--- src/rtl/mem_arbiter_pkg.sv ---
// Shared types for the memory arbiter: bus widths (common_types) and
// arbiter state/port encodings (mem_arb_types).

package common_types;

    typedef logic [15:0] addr_t;
    typedef logic [7:0]  data_t;
    typedef logic        mw_t;

endpackage : common_types

package mem_arb_types;

    typedef enum logic [1:0] {
        OPEN,
        LOCK_CPU,
        LOCK_LDR
    } arb_state_t;

    typedef enum logic {
        CPU,
        LDR
    } port_t;

    localparam int LOCK_MAX_DEFAULT = 4;

    function automatic port_t other_port(input port_t p);
        return (p == CPU) ? LDR : CPU;
    endfunction

endpackage : mem_arb_types

--- src/rtl/mem_arbiter_if.sv ---
// Requester and memory-side signals of the arbiter. The slave modport is the
// arbiter's view; the master modport is the requesters plus memory.

interface mem_arbiter_if;
    import common_types::*;

    logic  cpu_req;
    logic  cpu_we;
    logic  cpu_lock;
    addr_t cpu_addr;
    data_t cpu_wdata;
    logic  cpu_gnt;
    logic  cpu_rvalid;

    logic  ldr_req;
    logic  ldr_we;
    logic  ldr_lock;
    addr_t ldr_addr;
    data_t ldr_wdata;
    logic  ldr_gnt;
    logic  ldr_rvalid;

    data_t rdata;

    mw_t   mem_mw;
    addr_t mem_addr;
    data_t mem_wdata;
    data_t mem_rdata;

    modport slave (
        input  cpu_req, cpu_we, cpu_lock, cpu_addr, cpu_wdata,
        input  ldr_req, ldr_we, ldr_lock, ldr_addr, ldr_wdata,
        output cpu_gnt, cpu_rvalid, ldr_gnt, ldr_rvalid, rdata,
        output mem_mw, mem_addr, mem_wdata,
        input  mem_rdata
    );

    modport master (
        output cpu_req, cpu_we, cpu_lock, cpu_addr, cpu_wdata,
        output ldr_req, ldr_we, ldr_lock, ldr_addr, ldr_wdata,
        input  cpu_gnt, cpu_rvalid, ldr_gnt, ldr_rvalid, rdata,
        input  mem_mw, mem_addr, mem_wdata,
        output mem_rdata
    );

endinterface : mem_arbiter_if

--- src/rtl/mem_arbiter_pick.sv ---
// Two-way combinational picker: fixed CPU priority, or round-robin against
// last_owner when rr is set. req[0]/gnt[0] = CPU, req[1]/gnt[1] = loader.

module arb_pick
    import mem_arb_types::*;
(
    input  logic [1:0] req,
    input  port_t      last_owner,
    input  logic       rr,
    output logic [1:0] gnt
);

    always_comb begin
        // NOTE: default every always_comb output first so no path infers a latch.
        gnt = 2'b00;
        unique case (req)
            2'b01:   gnt = 2'b01;
            2'b10:   gnt = 2'b10;
            2'b11:   gnt = (rr && last_owner == CPU) ? 2'b10 : 2'b01;
            default: gnt = 2'b00;
        endcase
    end

endmodule : arb_pick

--- src/rtl/mem_arbiter.sv ---
// Single-port memory arbiter between CPU (port 0) and loader (port 1) with
// bounded bus locking. Define MEM_ARB_RR_EN for round-robin arbitration in OPEN.

module mem_arbiter
    import common_types::*;
    import mem_arb_types::*;
#(
    parameter int LOCK_MAX = LOCK_MAX_DEFAULT
) (
    input  logic          clk,
    input  logic          rst,
    mem_arbiter_if.slave  bus
);

`ifdef MEM_ARB_RR_EN
    localparam logic RR_EN = 1'b1;
`else
    localparam logic RR_EN = 1'b0;
`endif

    localparam logic [3:0] LOCK_MAX_C = 4'(LOCK_MAX);

    arb_state_t state;
    port_t      last_owner;
    logic [3:0] lock_cnt;
    logic       cpu_rvalid_q;
    logic       ldr_rvalid_q;
    // Port owed the next contested cycle after a lock ended without a voluntary release.
    logic       fav_valid;
    port_t      fav_port;

    logic       cpu_gnt;
    logic       ldr_gnt;
    logic [1:0] pick_gnt;
    logic       pick_rr;
    port_t      pick_last;
    port_t      gnt_port;
    port_t      owner;
    logic       owner_req;
    logic       owner_lock;
    logic       granted_lock;

    always_comb begin
        pick_rr   = RR_EN || fav_valid;
        pick_last = fav_valid ? other_port(fav_port) : last_owner;
    end

    arb_pick u_pick (
        .req        ({bus.ldr_req, bus.cpu_req}),
        .last_owner (pick_last),
        .rr         (pick_rr),
        .gnt        (pick_gnt)
    );

    always_comb begin
        cpu_gnt = 1'b0;
        ldr_gnt = 1'b0;
        if (!rst) begin
            unique case (state)
                OPEN: begin
                    cpu_gnt = pick_gnt[0];
                    ldr_gnt = pick_gnt[1];
                end
                LOCK_CPU: cpu_gnt = bus.cpu_req;
                LOCK_LDR: ldr_gnt = bus.ldr_req;
                default: ;
            endcase
        end
    end

    always_comb begin
        gnt_port     = ldr_gnt ? LDR : CPU;
        granted_lock = (cpu_gnt && bus.cpu_lock) || (ldr_gnt && bus.ldr_lock);
        owner        = (state == LOCK_LDR) ? LDR : CPU;
        owner_req    = (owner == LDR) ? bus.ldr_req  : bus.cpu_req;
        owner_lock   = (owner == LDR) ? bus.ldr_lock : bus.cpu_lock;
    end

    // Idle cycles leave the CPU address/data on the bus with the write strobe low.
    always_comb begin
        bus.mem_addr  = bus.cpu_addr;
        bus.mem_wdata = bus.cpu_wdata;
        bus.mem_mw    = mw_t'(cpu_gnt && bus.cpu_we);
        if (ldr_gnt) begin
            bus.mem_addr  = bus.ldr_addr;
            bus.mem_wdata = bus.ldr_wdata;
            bus.mem_mw    = mw_t'(bus.ldr_we);
        end
    end

    assign bus.cpu_gnt    = cpu_gnt;
    assign bus.ldr_gnt    = ldr_gnt;
    assign bus.cpu_rvalid = cpu_rvalid_q;
    assign bus.ldr_rvalid = ldr_rvalid_q;
    assign bus.rdata      = (cpu_rvalid_q || ldr_rvalid_q) ? bus.mem_rdata : '0;

    always_ff @(posedge clk) begin
        // NOTE: state registers use non-blocking assignments so every flop samples pre-edge values.
        if (rst) begin
            state        <= OPEN;
            last_owner   <= LDR;
            lock_cnt     <= 4'd0;
            cpu_rvalid_q <= 1'b0;
            ldr_rvalid_q <= 1'b0;
            fav_valid    <= 1'b0;
            fav_port     <= CPU;
        end else begin
            cpu_rvalid_q <= cpu_gnt && !bus.cpu_we;
            ldr_rvalid_q <= ldr_gnt && !bus.ldr_we;
            if (cpu_gnt || ldr_gnt) begin
                last_owner <= gnt_port;
            end

            unique case (state)
                OPEN: begin
                    if (bus.cpu_req && bus.ldr_req) begin
                        fav_valid <= 1'b0;
                    end
                    if (granted_lock) begin
                        if (LOCK_MAX_C == 4'd1) begin
                            fav_valid <= 1'b1;
                            fav_port  <= other_port(gnt_port);
                        end else begin
                            state    <= (gnt_port == CPU) ? LOCK_CPU : LOCK_LDR;
                            lock_cnt <= 4'd1;
                        end
                    end
                end
                LOCK_CPU, LOCK_LDR: begin
                    if (!owner_req || (owner_lock && (lock_cnt + 4'd1 == LOCK_MAX_C))) begin
                        state     <= OPEN;
                        lock_cnt  <= 4'd0;
                        fav_valid <= 1'b1;
                        fav_port  <= other_port(owner);
                    end else if (!owner_lock) begin
                        state    <= OPEN;
                        lock_cnt <= 4'd0;
                    end else begin
                        lock_cnt <= lock_cnt + 4'd1;
                    end
                end
                default: state <= OPEN;
            endcase
        end
    end

endmodule : mem_arbiter
--- src/flat_wrapper.sv ---
// flat-port wrapper written by rule: the top's interface ports become plain ports
module mem_arbiter_flat import common_types::*; import mem_arb_types::*;
#(
    parameter int LOCK_MAX = LOCK_MAX_DEFAULT
)
  (clk, rst, bus_cpu_req, bus_cpu_we, bus_cpu_lock, bus_cpu_addr, bus_cpu_wdata, bus_ldr_req, bus_ldr_we, bus_ldr_lock, bus_ldr_addr, bus_ldr_wdata, bus_cpu_gnt, bus_cpu_rvalid, bus_ldr_gnt, bus_ldr_rvalid, bus_rdata, bus_mem_mw, bus_mem_addr, bus_mem_wdata, bus_mem_rdata);
  mem_arbiter_if bus_i ();
  input  logic clk;
  input  logic rst;
  input wire logic [$bits(bus_i.cpu_req)-1:0] bus_cpu_req;
  input wire logic [$bits(bus_i.cpu_we)-1:0] bus_cpu_we;
  input wire logic [$bits(bus_i.cpu_lock)-1:0] bus_cpu_lock;
  input wire logic [$bits(bus_i.cpu_addr)-1:0] bus_cpu_addr;
  input wire logic [$bits(bus_i.cpu_wdata)-1:0] bus_cpu_wdata;
  input wire logic [$bits(bus_i.ldr_req)-1:0] bus_ldr_req;
  input wire logic [$bits(bus_i.ldr_we)-1:0] bus_ldr_we;
  input wire logic [$bits(bus_i.ldr_lock)-1:0] bus_ldr_lock;
  input wire logic [$bits(bus_i.ldr_addr)-1:0] bus_ldr_addr;
  input wire logic [$bits(bus_i.ldr_wdata)-1:0] bus_ldr_wdata;
  output wire logic [$bits(bus_i.cpu_gnt)-1:0] bus_cpu_gnt;
  output wire logic [$bits(bus_i.cpu_rvalid)-1:0] bus_cpu_rvalid;
  output wire logic [$bits(bus_i.ldr_gnt)-1:0] bus_ldr_gnt;
  output wire logic [$bits(bus_i.ldr_rvalid)-1:0] bus_ldr_rvalid;
  output wire logic [$bits(bus_i.rdata)-1:0] bus_rdata;
  output wire logic [$bits(bus_i.mem_mw)-1:0] bus_mem_mw;
  output wire logic [$bits(bus_i.mem_addr)-1:0] bus_mem_addr;
  output wire logic [$bits(bus_i.mem_wdata)-1:0] bus_mem_wdata;
  input wire logic [$bits(bus_i.mem_rdata)-1:0] bus_mem_rdata;
  assign bus_i.cpu_req = bus_cpu_req;
  assign bus_i.cpu_we = bus_cpu_we;
  assign bus_i.cpu_lock = bus_cpu_lock;
  assign bus_i.cpu_addr = bus_cpu_addr;
  assign bus_i.cpu_wdata = bus_cpu_wdata;
  assign bus_i.ldr_req = bus_ldr_req;
  assign bus_i.ldr_we = bus_ldr_we;
  assign bus_i.ldr_lock = bus_ldr_lock;
  assign bus_i.ldr_addr = bus_ldr_addr;
  assign bus_i.ldr_wdata = bus_ldr_wdata;
  assign bus_cpu_gnt = bus_i.cpu_gnt;
  assign bus_cpu_rvalid = bus_i.cpu_rvalid;
  assign bus_ldr_gnt = bus_i.ldr_gnt;
  assign bus_ldr_rvalid = bus_i.ldr_rvalid;
  assign bus_rdata = bus_i.rdata;
  assign bus_mem_mw = bus_i.mem_mw;
  assign bus_mem_addr = bus_i.mem_addr;
  assign bus_mem_wdata = bus_i.mem_wdata;
  assign bus_i.mem_rdata = bus_mem_rdata;
  mem_arbiter #(.LOCK_MAX(LOCK_MAX)) u_core (.clk(clk), .rst(rst), .bus(bus_i));
endmodule
--- config.mk ---
export PLATFORM = sky130hd
export DESIGN_NAME = mem_arbiter_flat
export DESIGN_NICKNAME = d
export VERILOG_FILES = /design/src/rtl/mem_arbiter_pkg.sv /design/src/rtl/mem_arbiter_if.sv /design/src/rtl/mem_arbiter_pick.sv /design/src/rtl/mem_arbiter.sv /design/src/flat_wrapper.sv
export SDC_FILE = /design/constraint.sdc
export NUM_CORES = 1
export LEC_CHECK = 0
export CORE_UTILIZATION = 31
export CTS_CLUSTER_DIAMETER = 200
export DETAILED_ROUTE_END_ITERATION = 12
export PLACE_DENSITY = 0.93
export SETUP_SLACK_MARGIN = 0.05
export SYNTH_ARGS = -nofsm -noshare
export SYNTH_HDL_FRONTEND = slang
export SYNTH_SLANG_ARGS = --single-unit
--- constraint.sdc ---
create_clock -name clk -period 2.4 [get_ports clk]
set_clock_uncertainty 0.2 [all_clocks]
set_input_delay 0.36 -clock clk [delete_from_list [all_inputs] [get_ports clk]]
set_output_delay 0.36 -clock clk [all_outputs]
set_load 0.1 [all_outputs]
==> impl_results.md, run 1 <==
* Syn Nets at 195
* Final core utilization at 88.7%
* Most frequent cells in the layout: 60 x clkdlybuf4s50_1, 36 x buf_12, 24 x mux2_4, 14 x buf_4, 9 x nor2b_4
* H-tree level count at 1
* All-Layer GR Usage at 33.1%
* Initial cell density of the core at 32.6%
* DR vias at 1594
* 1st-iter DRT viols at 75
* Post-synth EDFFs at 0
* Violated checks: setup timing
* Slew @ Worst Pin at 410 ps
* CTS buffer count at 3
* R2R depth at 7
* Hold buffer count at CTS at 0
* Final Wtd Congestion at 0.915
* Maximum clock frequency at 397 MHz
* Required @ worst endpoint at 1840 ps
* Avg Inst Size Synth at 8.69 µm²
* Final nets at 313
* Yosys warns at 0
* WL/cell at 21.6 µm
* Die ar. at 3770 µm²
* Vias per Instance at 5.52
* PnR worst setup slack at -120 ps
* Final setup fails at 25
* Minimum clock period after layout at 2520 ps
* Setup crit end: bus_mem_wdata[4]
* Slew Limit Fails at 0
* Clock sink count at 10
* Worst skew pair latency at 280 ps
* Reg2reg end: u_core.state[0]
* Slew HR at 72.7%
* Worst setup SP type: flop
* Total congestion overflow at 0
* Total Neg Setup Slack at -2630 ps
* Top_reg_cell synth: dfxtp_1
* N_diodes at 0
* Static Leak at 1.25 nW
* Root Driver: clkbuf_4
* Pwr Density at 464 nW/µm²
* Yosys top cell area share at 19.5%
* Synth cell types at 44
* Remaining DRCs at 0
* Clk slew on worst S/H paths at 80 ps
* Worst vdd ir at 504 µV
* Outcome: finished with violations
* CTS tree: built
* First-pass GRT wire length at 8.61 mm
* Most common cell after layout, fill and taps aside: clkdlybuf4s50_1
* First drt pass iteration count at 7
* Crit. Startpoint: u_core.state[0]
* Ranking of synthesized cells by area: mux2_2 20%, dfxtp_1 18%, nor2b_1 6.3%
* WP data arrival at 1960 ps
* Core Area at 3360 µm²
* Post-Syn Instances at 126
* Mapped Area at 1090 µm²
* Max-capacitance violation count at 0
* Layout area overhead at 172%
* Core Rows at 21
* Width of the die at 61.4 µm
* Boundary Pins at 101
* Wirelength, routed at 6.25 mm
* Buffers on Ports at 100
* Routed Antenna Nets at 0
* Pin count of the biggest net entering global routing at 17
* Die Y-Extent at 61.4 µm
* Fillers at 155
* Share of layout cells above drive strength 1 at 46.5%
* CP Capture Type: output pin
* R2R setup slack at 300 ps
* Period utilization at 105%
* Ys async rst share at 0%
* Hold Crit Class: flop to flop
* Initial antenna violation count at 0
* Seq/Total Area, Yosys at 18.3%
* Crit Path Category: flop to output pin
* Yosys top cell by area: mux2_2
* Max Root-Sink Buffers at 2
* Vias in the first global route at 1652
* DP Wirelength at 4.28 mm
* Origin of the critical flop-to-flop path: u_core.state[0]
* Crit path max fanout at 6
* Number of synthesized register bits at 10
* Unrepaired setup endpoints after global routing: true
* Worst hold slack at 326 ps
* Final hold vios at 0
synth_stat cells (all sizes together), types with 3 or more instances:
cell    number
a21oi        4
buf          5
dfxtp       10
ha           5
inv          5
mux2        25
nand2        8
nand2b       5
nor2         6
nor2b       12
nor3b        3
o211ai       3
metal layers:
metal	part of all wire, %	GRT usage, %
met3	8.4	7.56
met4	6.0	14.9
met2	55	65.1
met1	31	32.5
met5	0	0
cell families after synthesis:
logic type | count (synthesis) | share of synthesized area (%)
AOI/OAI and AO/OA | 25 | 17.0
buffers and inverters | 11 | 5.71
muxes | 27 | 27.5
adders and majority gates | 5 | 5.71
and+or+nand+nor | 48 | 25.7
DFF | 10 | 18.3
flip-flops by register name, summed over array words and instances, names as in the netlist:
signal	flops
u_core.bus.cpu_rvalid	1
u_core.bus.ldr_rvalid	1
u_core.fav_port	1
u_core.fav_valid	1
u_core.lock_cnt	4
u_core.state	2
layout make-up:
cell class	instances	area, µm²	share of cell area, %
clock buffers	4	36.3	1.22
inverters	5	23.8	0.797
multi-input cells	105	1080	36.3
flip-flops and latches	10	208	6.97
well taps	46	57.6	1.93
repair buffers	119	1570	52.7
power breakdown:
group          switching [mW]  total (mW)  internal (mW)
combinational           0.572        1.02          0.444
sequential             0.0221       0.204          0.182
clock                  0.0718       0.164         0.0923
total                   0.666        1.38          0.718
critical path: stages, from the launching register on:
cell	delay [ps]
dfxtp_2	340
inv_4	70
ha_4	160
nor2b_4	50
a211oi_4	250
buf_6	170
buf_16	130
mux2_4	330
buf_12	170
stage by stage:
step	setup WS [ps]	instance area, µm²	std cells	power, mW
2_1_floorplan	-512	1250	126	0.767
3_3_place_gp	-163	2700	278	1.11
3_5_place_dp	-196	2700	278	1.13
4_1_cts	-90.4	2960	288	1.36
5_1_grt	-172	2980	289	1.43
6_report	-120	2980	289	1.38
how the worst min path moves through the flow:
stage,from,end,cells past startpoint
2_1_floorplan,bus_ldr_we,u_core.bus.ldr_rvalid,1
3_3_place_gp,u_core.state[1],u_core.state[1],2
3_5_place_dp,u_core.lock_cnt[1],u_core.lock_cnt[1],2
4_1_cts,u_core.lock_cnt[1],u_core.lock_cnt[1],2
5_1_grt,u_core.state[0],u_core.state[0],2
6_report,u_core.lock_cnt[1],u_core.lock_cnt[1],2
what timing repair did:
item | 4_1_cts | 5_1_grt
gates cloned | 3 | 0
pin swaps | 2 | 1
setup endpoints to repair | 26 | 26
setup buffers | 3 | 1
gates resized for setup | 37 | 4
No activity file was read; power rests on OpenSTA's default activity.
==> run 2, diff against run 1 <==
--- a/config.mk
+++ b/config.mk
@@ -5,10 +5,12 @@
 export SDC_FILE = /design/constraint.sdc
 export NUM_CORES = 1
 export LEC_CHECK = 0
+export CAP_MARGIN = 20
 export CORE_UTILIZATION = 31
 export CTS_CLUSTER_DIAMETER = 200
 export DETAILED_ROUTE_END_ITERATION = 12
 export PLACE_DENSITY = 0.93
+export RECOVER_POWER = 100
 export SETUP_SLACK_MARGIN = 0.05
 export SYNTH_ARGS = -nofsm -noshare
 export SYNTH_HDL_FRONTEND = slang
==> run 2 against run 1 <==
- the run still ends with setup timing left
- cell count did not move
- critical path depth did not move
- maximum frequency is 0.14% lower
- count of clock-buffer cells in the layout did not move
- largest power group unchanged
==> impl_results.md, run 2 (synthesis gave the netlist of run 1 again) <==
* Outcome: finished with violations
* Violated checks: setup timing
* Clock sink count at 10 (unchanged)
* Final Wtd Congestion at 0.915 (unchanged)
* N_diodes at 0 (unchanged)
* Hold Crit Class: flop to flop
* Period utilization at 105% (+0.15 points)
* Crit path max fanout at 6 (unchanged)
* Worst vdd ir at 505 µV (+0.16%)
* Worst skew pair latency at 280 ps (about the same)
* Cell internal pwr at 0.697 mW (-3.0%)
* Clock network fraction of total power at 12.2% (+0.3 points)
* Final nets at 313 (unchanged)
* Logic pwr share at 72.8% (-0.6 points)
* All-Layer GR Usage at 33.1% (unchanged)
* Max reg flops at 4 (unchanged)
* Width of the die at 61.4 µm (unchanged)
* Max Root-Sink Buffers at 2 (unchanged)
* Vias per Instance at 5.53 (+0.31%)
* DR vias at 1599 (+0.31%)
* Hold Crit Start: u_core.lock_cnt[1]
* Die Y-Extent at 61.4 µm (unchanged)
* WL/cell at 21.7 µm (+0.18%)
* DP Area at 2700 µm² (unchanged)
* WP data arrival at 1960 ps (about the same)
* First-pass GRT wire length at 8.61 mm (unchanged)
* Required @ worst endpoint at 1840 ps (about the same)
* Worst hold path cell count at 2 (unchanged)
* Pin count of the biggest net entering global routing at 17 (unchanged)
* Initial cell density of the core at 32.6% (unchanged)
* H-tree level count at 1 (unchanged)
* Clk slew on worst S/H paths at 80 ps (about the same)
* Core Area at 3360 µm² (unchanged)
* Layout area overhead at 162%
* Maximum clock frequency at 396 MHz (-0.14%)
* Total congestion overflow at 0 (unchanged)
* CTS buffer count at 3 (unchanged)
* Buffers on Ports at 100 (unchanged)
* Vias in the first global route at 1652 (unchanged)
* Die ar. at 3770 µm² (unchanged)
* DP Wirelength at 4.28 mm (unchanged)
* Switching share of power at 48.7% (+0.61 points)
* CTS tree: built
* Fillers at 171 (+10%)
* CP Capture Type: output pin
* Net Sw Power at 0.662 mW (-0.59%)
* Pwr Density at 474 nW/µm² (+2.1%)
* Boundary Pins at 101 (unchanged)
* First drt pass iteration count at 5 (-2)
* Final hold vios at 0 (unchanged)
* Multi-input logic area at 1080 µm² (unchanged)
* Slew @ Worst Pin at 1190 ps (+781 ps)
* Most frequent cells in the layout: 60 x clkdlybuf4s50_1, 29 x buf_12, 24 x mux2_4, 11 x buf_4, 9 x nor2b_4
* PnR worst setup slack at -124 ps (-3.53 ps)
* Static Leak at 1.21 nW (-2.5%)
* Unrepaired setup endpoints after global routing: true
* Register area at 208 µm² (unchanged)
* Slew Limit Fails at 0 (unchanged)
* Regs by FF count: u_core.lock_cnt: 4 flops, u_core.state: 2 flops
* Most flop-heavy register: u_core.lock_cnt
* Origin of the critical flop-to-flop path: u_core.state[0]
* R2R depth at 7 (unchanged)
* Initial antenna violation count at 0 (unchanged)
* Share of layout cells above drive strength 1 at 46.1% (-0.41 points)
* Most common cell after layout, fill and taps aside: clkdlybuf4s50_1
* Final Cell Area at 2870 µm² (-3.8%)
* Final setup fails at 25 (unchanged)
* Hold buffer count at CTS at 0 (unchanged)
* Crit Path Category: flop to output pin
* Slew HR at 20.9% (-52 points)
* Crit. Startpoint: u_core.state[0]
* Final Power at 1.36 mW (-1.8%)
* Core Rows at 21 (unchanged)
* Max-capacitance violation count at 0 (unchanged)
* Minimum clock period after layout at 2520 ps (+3.53 ps)
* Routed Antenna Nets at 0 (unchanged)
* Root Driver: clkbuf_4
* 1st-iter DRT viols at 70 (-6.7%)
* Remaining DRCs at 0 (unchanged)
* Seq pwr share at 15.0% (+0.2 points)
* Wirelength, routed at 6.26 mm (+0.18%)
* Worst setup SP type: flop
==> run 2: cell type report <==
type / instances / area share, %
Inverter: 5 / 0.829
Tap cell: 46 / 2.01
Clock buffer: 4 / 1.27
Sequential cell: 10 / 7.24
Timing Repair Buffer: 119 / 50.9
Multi-Input combinational cell: 105 / 37.8
==> run 2: what timing repair did <==
item                                    4_1_cts  5_1_grt
gates resized for setup                      37        4
endpoints found under the setup margin       26       26
pin swaps                                     2        1
hold endpoints to repair                      0        0
buffers inserted                              3        1
gates cloned                                  3        0
==> run 2: routing by layer <==
layer | share of wire, % | global-route usage, % | up-vias
met5 | 0 | 0 | -
met4 | 5.4 | 14.9 | 0
met2 | 55 | 65.1 | 127
li1 | - | - | 705
met1 | 32 | 32.5 | 735
met3 | 7.8 | 7.56 | 32
==> run 2: worst paths after layout <==
| check | to | slack (ps) |
|---|---|---|
| worst max register to register | u_core.state[0] | 280 |
| worst min-delay path | u_core.lock_cnt[1] | 320 |
| worst max-delay path | bus_mem_wdata[4] | -120 |
| worst min register to register | u_core.lock_cnt[1] | 320 |
==> run 2: power by group through the flow <==
stage / Combinational [mW] / Clock [mW] / Sequential, mW
floorplan: 0.555 / 0 / 0.212
global placement: 0.909 / 0 / 0.203
detailed placement: 0.930 / 0 / 0.204
finish: 0.990 / 0.165 / 0.204
CTS: 0.992 / 0.165 / 0.202
global route: 1.02 / 0.178 / 0.206
==> run 2: critical path: stages, from the launching register on <==
cell,delay [ps]
dfxtp_2,340
inv_4,70
ha_4,160
nor2b_4,50
a211oi_4,250
buf_6,170
buf_16,130
mux2_4,330
buf_12,170
==> run 2: per-stage QoR <==
stage,worst slack [ps],std cells,TNS [ps],util (%),hold WS [ps]
after floorplan,-512,126,-602,-,224
after global placement,-163,278,-3680,80.4,289
after detailed placement,-196,278,-4440,80.4,310
after CTS,-90.4,288,-2090,88.0,321
after global routing,-172,289,-3940,85.3,366
final,-124,289,-2690,85.3,321
==> patch, RTL diff (flow settings as in run 2) <==
Reset style: asynchronous (`rst`), changed in one clocked block.
--- a/src/rtl/mem_arbiter.sv
+++ b/src/rtl/mem_arbiter.sv
@@ -94,7 +94,7 @@
     assign bus.ldr_rvalid = ldr_rvalid_q;
     assign bus.rdata      = (cpu_rvalid_q || ldr_rvalid_q) ? bus.mem_rdata : '0;
 
-    always_ff @(posedge clk) begin
+    always_ff @(posedge clk or posedge rst) begin
         // NOTE: state registers use non-blocking assignments so every flop samples pre-edge values.
         if (rst) begin
             state        <= OPEN;
Function: differs if rst is asserted again (counterexample within 4 cycles, from zero or initial values and one cycle with rst high); with rst held inactive, the same outputs for 10 cycles.
==> patch against run 2 <==
The run ends with design-rule violations, negative setup slack left; setup slack got worse by 0.34 ns; design area grew 3.0%; critical endpoint is now bus_mem_mw; critical path depth increased by 1; wire length up 41%; largest cell class unchanged; non-clock buffer count rose by 6; sequential share of layout area rose by 1.4 points; register-to-register slack worse by 0.64 ns; synthesized cell count is 12% lower; worst hold slack improved by 0.075 ns; sequential cell count did not move; synthesized area decreased by 7.0%; highest routed layer is now met5.
Power is not compared: it rests on default switching activity, and its combinational part moved more than twofold at a synthesized area within 25%.
==> patch: results (changes against run 2) <==
[sta]
worst_pin_slew_ns=0.506  ; -0.686 ns
setup_viol=35  ; +40%
worst_slack_ns=-0.463  ; -0.339 ns
whs_ns=0.396  ; +0.0749 ns

[routing]
drt-met1-wl_um=2630  ; +32%
wl_met2_um=4000  ; +16%
wl_per_cell_um=31.2  ; +44%
drc=1  ; +1
vias=1800  ; +13%
highest_layer=met5
drtIter0Drc=265  ; +280%

[finish]
nNonClkBuffers=125  ; +5.0%
seq_area_share_pct=8.60  ; +1.4 points
drive_gt1_share_pct=50.8  ; +4.7 points
final_util_pct=96.0  ; +11 points
inverters=7  ; +2
multi_input_cells=92  ; -12%
nFillCells=56  ; -67%
fin_nets=308  ; -1.6%

[outcome]
violations=design-rule violations, negative setup slack
outcome=finished with violations

[worst_hold_path]
min_to=u_core.lock_cnt[2]
min-delay-start=u_core.lock_cnt[2]

[global_routing]
grtUsageMet1_pct=43.0  ; +11 points
grt_use_met3_pct=9.83  ; +2.3 points
track_usage_pct=41.1  ; +8.1 points

[logic_synthesis]
seq_area_frac_synth_pct=24.6  ; +6.3 points
synthTopCellsByArea=mux2_2, dfrtp_1, nor2b_1, ha_1, a21oi_1
synth_flop_cell=dfrtp_1
synth_fp_nets=180  ; -7.7%
synth_common_cells=mux2_2, nor2b_1, dfrtp_1
yosysTopAreaCellShare_pct=26.5  ; +7.0 points
ys_types=30  ; -32%

[place]
gp_congestion=0.887  ; -3.0%
dpl-instance-area_um2=2690  ; -0.69%

[setup_path]
cpPeakStageDelay_ns=0.49  ; +0.15 ns
worst_ep_arrival_time_ns=2.30  ; +0.34 ns
r2r_end=u_core.lock_cnt[1]
rrSetupSlack_ns=-0.36  ; -0.64 ns

-- patch: cell types whose count changed in the layout (fill, tap and decap cells not counted), moves of 6 or more --
cell	before	now
dfrtp_1	0	7
dfxtp_1	6	0
clkbuf_2	8	0
buf_4	11	18
buf_12	29	36
-- patch: how the worst max path moves through the flow --
| stage | start | endpoint | slack (ns) | cells after the start |
|---|---|---|---|---|
| floorplan | u_core.state[0] | bus_mem_addr[0] | -0.03 | 7 |
| global placement | bus_cpu_req | bus_mem_addr[0] | -0.008 | 6 |
| finish | u_core.state[0] | bus_mem_mw | -0.46 | 9 |
| CTS | u_core.state[0] | bus_mem_wdata[1] | -0.23 | 9 |
| global route | u_core.state[0] | bus_mem_addr[4] | -0.50 | 8 |
| detailed placement | bus_ldr_req | u_core.state[0] | -0.20 | 7 |
-- patch: metrics by stage --
step	instances	worst slack [ns]
6_report	282	-0.463
5_1_grt	282	-0.501
4_1_cts	278	-0.235
3_5_place_dp	266	-0.197
3_3_place_gp	266	-0.00825
2_1_floorplan	111	-0.0253
-- patch: cell families (layout without fill, tap and decap cells) --
kind of cell	Yosys count	after routing	share of synthesized area, %
flops	10	10	24.6
compound gates	24	25	17.3
fa+ha+maj	5	5	6.14
mux	25	25	27.5
buf+inv	10	136	4.05
simple gates	37	37	20.4
-- patch: what timing repair did --
item / 4_1_cts / 5_1_grt
pin swaps: 2 / 6
setup endpoints to repair: 28 / 35
hold endpoints to repair: 0 / 0
gates cloned: 1 / 3
setup buffers: 7 / 3
resized for setup: 18 / 9
-- patch: worst register-to-register path, cell delays in order, from the launching register on --
cell and delay, ns:
dfrtp_1 0.49, inv_2 0.12, buf_6 0.15, ha_4 0.16, buf_4 0.15, nor2b_1 0.28
a21oi_1 0.24, a311oi_4 0.45, o21ai_0 0.25, o41ai_1 0.13
